==> src/rtl/pr_stage_elastic_pkg.sv <==
// rtl/pr_stage_elastic_pkg.sv - shared pipeline widths and ID/EX control field offsets
package pr_stage_elastic_pkg;

  localparam int IDEX_DATA_W  = 143;
  localparam int IDEX_CTRL_W  = 26;
  localparam int IFID_DATA_W  = 64;
  localparam int EXMEM_DATA_W = 105;
  localparam int EXMEM_CTRL_W = 14;
  localparam int MEMWB_DATA_W = 69;
  localparam int MEMWB_CTRL_W = 3;

  // ID/EX control word layout, LSB first; wrappers pack and unpack with these.
  localparam int CTRL_ALU_LSB     = 0;
  localparam int CTRL_OP1_SEL_BIT = 6;
  localparam int CTRL_OP2_SEL_BIT = 7;
  localparam int CTRL_REG_WE_BIT  = 8;
  localparam int CTRL_MEM_WR_LSB  = 9;
  localparam int CTRL_MEM_RD_LSB  = 12;
  localparam int CTRL_BR_LSB      = 16;
  localparam int CTRL_CSR_LSB     = 20;
  localparam int CTRL_WB_LSB      = 24;

  typedef enum logic {
    MODE_SINGLE = 1'b0,
    MODE_SKID   = 1'b1
  } stage_mode_e;

endpackage

==> src/rtl/pr_stage_elastic_slot.sv <==
// rtl/pr_stage_elastic_slot.sv - one valid+data+ctrl entry; ctrl is zeroed whenever the slot is empty
module pr_stage_elastic_slot
  import pr_stage_elastic_pkg::*;
#(
  parameter int DATA_W = IDEX_DATA_W,
  parameter int CTRL_W = IDEX_CTRL_W
) (
  input  logic              CLK,
  input  logic              RESET,
  input  logic              flush_i,
  input  logic              load_i,
  input  logic              unload_i,
  input  logic [DATA_W-1:0] data_i,
  input  logic [CTRL_W-1:0] ctrl_i,
  output logic              valid_o,
  output logic [DATA_W-1:0] data_o,
  output logic [CTRL_W-1:0] ctrl_o
);

  logic              valid_q, valid_d;
  logic [DATA_W-1:0] data_q, data_d;
  logic [CTRL_W-1:0] ctrl_q, ctrl_d;

  // Data is left in place on flush/unload; only the control word must go quiet.
  always_comb begin
    valid_d = valid_q;
    data_d  = data_q;
    ctrl_d  = ctrl_q;
    if (RESET) begin
      valid_d = 1'b0;
      data_d  = '0;
      ctrl_d  = '0;
    end else if (flush_i) begin
      valid_d = 1'b0;
      ctrl_d  = '0;
    end else if (load_i) begin
      valid_d = 1'b1;
      data_d  = data_i;
      ctrl_d  = ctrl_i;
    end else if (unload_i) begin
      valid_d = 1'b0;
      ctrl_d  = '0;
    end
  end

  always_ff @(posedge CLK) begin
    valid_q <= valid_d;
    data_q  <= data_d;
    ctrl_q  <= ctrl_d;
  end

  assign valid_o = valid_q;
  assign data_o  = data_q;
  assign ctrl_o  = ctrl_q;

endmodule

==> src/rtl/pr_stage_elastic.sv <==
// rtl/pr_stage_elastic.sv - elastic pipeline register with flush, stall counter and optional skid slot
module pr_stage_elastic
  import pr_stage_elastic_pkg::*;
#(
  parameter int DATA_W      = IDEX_DATA_W,
  parameter int CTRL_W      = IDEX_CTRL_W,
  parameter int SKID        = 0,
  parameter int STALL_CNT_W = 16
) (
  input  logic                   CLK,
  input  logic                   RESET,
  input  logic                   FLUSH,
  input  logic                   IN_VALID,
  output logic                   IN_READY,
  input  logic [DATA_W-1:0]      IN_DATA,
  input  logic [CTRL_W-1:0]      IN_CTRL,
  output logic                   OUT_VALID,
  input  logic                   OUT_READY,
  output logic [DATA_W-1:0]      OUT_DATA,
  output logic [CTRL_W-1:0]      OUT_CTRL,
  output logic [STALL_CNT_W-1:0] STALL_CNT
);

  localparam stage_mode_e MODE = (SKID != 0) ? MODE_SKID : MODE_SINGLE;

  logic              main_valid, skid_valid;
  logic [DATA_W-1:0] skid_data, main_load_data;
  logic [CTRL_W-1:0] skid_ctrl, main_load_ctrl;
  logic              in_xfer, out_xfer, main_load;
  logic [STALL_CNT_W-1:0] stall_cnt_q, stall_cnt_d;

  assign IN_READY = (MODE == MODE_SKID) ? !skid_valid : (OUT_READY | !main_valid);
  assign in_xfer  = IN_VALID & IN_READY;
  assign out_xfer = main_valid & OUT_READY;

  // Main refills whenever it is (or is about to be) free; skid is older than IN, so it wins.
  assign main_load      = (!main_valid | out_xfer) & (in_xfer | skid_valid);
  assign main_load_data = skid_valid ? skid_data : IN_DATA;
  assign main_load_ctrl = skid_valid ? skid_ctrl : IN_CTRL;

  pr_stage_elastic_slot #(.DATA_W(DATA_W), .CTRL_W(CTRL_W)) u_main (
    .CLK      (CLK),
    .RESET    (RESET),
    .flush_i  (FLUSH),
    .load_i   (main_load),
    .unload_i (out_xfer),
    .data_i   (main_load_data),
    .ctrl_i   (main_load_ctrl),
    .valid_o  (main_valid),
    .data_o   (OUT_DATA),
    .ctrl_o   (OUT_CTRL)
  );

  if (MODE == MODE_SKID) begin : g_skid
    logic skid_load;
    assign skid_load = in_xfer & main_valid & !OUT_READY;

    pr_stage_elastic_slot #(.DATA_W(DATA_W), .CTRL_W(CTRL_W)) u_skid (
      .CLK      (CLK),
      .RESET    (RESET),
      .flush_i  (FLUSH),
      .load_i   (skid_load),
      .unload_i (out_xfer),
      .data_i   (IN_DATA),
      .ctrl_i   (IN_CTRL),
      .valid_o  (skid_valid),
      .data_o   (skid_data),
      .ctrl_o   (skid_ctrl)
    );
  end else begin : g_no_skid
    assign skid_valid = 1'b0;
    assign skid_data  = '0;
    assign skid_ctrl  = '0;
  end

  always_comb begin
    stall_cnt_d = stall_cnt_q;
    if (RESET)
      stall_cnt_d = '0;
    else if (main_valid && !OUT_READY && !(&stall_cnt_q))
      stall_cnt_d = stall_cnt_q + {{(STALL_CNT_W-1){1'b0}}, 1'b1};
  end

  always_ff @(posedge CLK) begin
    stall_cnt_q <= stall_cnt_d;
  end

  assign OUT_VALID = main_valid;
  assign STALL_CNT = stall_cnt_q;

endmodule

==> config.mk <==
export PLATFORM = sky130hd
export DESIGN_NAME = pr_stage_elastic
export DESIGN_NICKNAME = d
export VERILOG_FILES = /design/src/rtl/pr_stage_elastic_pkg.sv /design/src/rtl/pr_stage_elastic_slot.sv /design/src/rtl/pr_stage_elastic.sv
export SDC_FILE = /design/constraint.sdc
export NUM_CORES = 1
export LEC_CHECK = 0
export ABC_AREA = 1
export BUFFER_PORTS_ARGS = -buffer_cell sky130_fd_sc_hd__buf_2
export CORE_AREA = 2 2 141 143
export DETAILED_ROUTE_END_ITERATION = 8
export DIE_AREA = 0 0 143 145
export PLACE_DENSITY = 0.71
export SLEW_MARGIN = 0
export SYNTH_ARGS = -nofsm -noshare
export SYNTH_HDL_FRONTEND = slang
export SYNTH_SLANG_ARGS = --single-unit
==> constraint.sdc <==
create_clock -name CLK -period 1.9 [get_ports CLK]
set_input_delay 0.38 -clock CLK [delete_from_list [all_inputs] [get_ports CLK]]
set_output_delay 0.38 -clock CLK [all_outputs]
set_load 0.02 [all_outputs]
==> results.sh <==
export IMPL_status="finished, final reports clean"
export IMPL_power_density_nw_per_um2=904
export IMPL_crit_path_end_kind="flop"
export IMPL_io_buffers=360
export IMPL_yosysSeqAreaShare=0.520
export IMPL_drt_iter0_markers=399
export IMPL_p_int_mw=6.27
export IMPL_clk_pin_slew_ns=0.08
export IMPL_grt_util_met2=0.348
export IMPL_p_clk_frac=0.397
export IMPL_cts_setup_buffers=0
export IMPL_routabilityCongestion=0.822
export IMPL_r2r_setup_slack_ns=0.20
export IMPL_period_share=0.897
export IMPL_insertion_delay_ns=0.41
export IMPL_crit_fanout=14
export IMPL_fin_crit_ns=1.70
export IMPL_tightest_slew_ns=0.453
export IMPL_rsz0062_at_grt="no"
export IMPL_rows=51
export IMPL_die_area_um2=20700
export IMPL_drv_cap=0
export IMPL_syn_instance_count=920
export IMPL_power_frac_seq=0.471
export IMPL_hold_class="in2reg"
export IMPL_grt_busiest_layer="met2"
export IMPL_swShare=0.289
export IMPL_drive_above_1_share=0.336
export IMPL_yosysUniqueCellTypes=27
export IMPL_root_buffer="clkbuf_16"
export IMPL_setup_tns_ns=0
export IMPL_finalSetupViolations=0
export IMPL_grt_pass1_wl_um=34200
export IMPL_cts_sinks=186
export IMPL_worst_slew_margin_rel=0.698
export IMPL_p_leak_nw=4.54
export IMPL_pin_count=361
export IMPL_grt_overflow_total=0
export IMPL_synth_nets=1095
export IMPL_syn_area_per_cell_um2=7.79
export IMPL_drcViolationCount=0
export IMPL_h_tree_depth=4
export IMPL_post_cts_resized=0
export IMPL_required_ns=2.22
export IMPL_nets=1425
export IMPL_grt_pass1_vias=6777
export IMPL_grt_max_degree=99
export IMPL_fmax_ghz=0.587
export IMPL_start_util=0.373
export IMPL_dp_hpwl_um=15400
export IMPL_cp_arrival_ns=2.02
export IMPL_use_met1=0.242
export IMPL_coreArea_um2=19200
export IMPL_cts_inserted_buffers=17
export IMPL_skew_ns=0.0100
export IMPL_syn_to_final_growth_pct=36.0
export IMPL_path_class="reg2reg"
export IMPL_yosys_warnings=0
export IMPL_comb_power_share=0.132
export IMPL_ys_ff_latch=186
export IMPL_cts_tree="yes"
export IMPL_dieHeight_um=145
export IMPL_antenna_found_initial=0
export IMPL_drtAntennaViolNets=0
export IMPL_route_vias_total=7395
export IMPL_dr_pass1_iters=5
export IMPL_use_met3=0.0611
export IMPL_die_x_um=143
export IMPL_peakVddDrop_v=0.000567
export IMPL_wire_per_inst_um=14.7
export IMPL_synth_area_um2=7170
export IMPL_netSwitchingPower_mw=2.54
export IMPL_hold_buffers=0
export IMPL_track_usage=0.204
export IMPL_fin_cells=1529
export IMPL_viasPerCell=4.84
export IMPL_cp_start_kind="flop"
export IMPL_placed_cells=1496
export IMPL_finalHoldViolations=0
export IMPL_clock_path_buffers=2
export IMPL_routed_wl_um=22400
export IMPL_maxSlewViolCount=0
[power by group through the flow]
stage	logic, mW	registers, mW	clock network (mW)
after global routing	1.26	4.17	3.75
after floorplan	0.478	4.45	0
after CTS	1.17	4.15	3.58
after global placement	1.16	4.23	0
after detailed placement	1.17	4.24	0
final	1.16	4.15	3.50
[per-layer routing]
metal / vias to the layer above / wire length (µm)
met1: 3394 / 9190
met4: 0 / 513
met5: - / 0
met3: 31 / 1770
li1: 3688 / -
met2: 282 / 10900
[cells in the mapped netlist (all sizes together)]
cell / number / area, µm²
nand3: 151 / 756
o21ai: 8 / 47.5
buf: 46 / 327
ha: 1 / 12.5
and2: 1 / 6.26
nor2: 46 / 196
xnor2: 1 / 8.76
clkbuf: 25 / 93.8
nand4: 2 / 12.5
xor2: 6 / 52.6
nand3b: 2 / 15.0
inv: 24 / 92.6
a21oi: 171 / 856
nand2: 250 / 967
dfxtp: 186 / 3720
[worst max-delay path, cell delays in order (launching register included)]
cell     delay (ns)
dfxtp_1        0.39
ha_1           0.22
nand2_1        0.08
nor2_2         0.14
nand2_2        0.11
o21ai_4        0.26
buf_4          0.24
nand2_1        0.07
nand2_1        0.06
nor2_1         0.04
[stage by stage]
step / hold WS [ns] / setup slack, ns / total power [mW] / util / cell area [µm²]
after floorplan: 0.523 / 0.301 / 4.93 / - / 7170
after global routing: 0.183 / 0.0214 / 9.19 / 0.507 / 9740
final: 0.198 / 0.196 / 8.81 / 0.507 / 9740
after CTS: 0.179 / 0.143 / 8.90 / 0.507 / 9730
after global placement: 0.444 / 0.233 / 5.39 / 0.476 / 9150
after detailed placement: 0.449 / 0.152 / 5.40 / 0.476 / 9150
[flip-flops by register name (all words and copies together) (netlist names)]
register / cells
u_main.data_o: 143
STALL_CNT: 16
u_main.valid_o: 1
u_main.ctrl_o: 26
[final timing paths]
check	from	end	cells after the start
hold reg to reg	u_main.data_o[0]	u_main.data_o[0]	2
setup / recovery	STALL_CNT[0]	STALL_CNT[5]	9
setup reg to reg	STALL_CNT[0]	STALL_CNT[5]	9
hold / removal	IN_CTRL[16]	u_main.ctrl_o[16]	3
[layout by cell type, fill, tap and decap left out, drive strengths merged]
cell and instances:
and2 1, xor2 6, nand3 151, clkinv 6
clkbuf 19, inv 31, buf 382, diode 1
a21oi 171, ha 1, nand4 2, dfxtp 186
nand2 250, xnor2 1, nand3b 2, o21ai 8
nor2 46
[cells by family after synthesis]
family	Yosys count	synth area share
adders and majority gates	1	0.00175
DFF	186	0.520
xor gates and xnor gates	7	0.00855
and+or+nand+nor	452	0.273
AOI/OAI and AO/OA	179	0.126
buffers and inverters	95	0.0716
[final cells by class]
type	instances	area, µm²
inverter	24	95.1
antenna	1	2.50
multi-input combinational	639	2940
timing repair buffer	382	2070
sequential	186	3720
clock buffer	19	433
clock inverter	13	151
tap	265	332
fill	1863	9460
(Power assumes the default switching activity.)
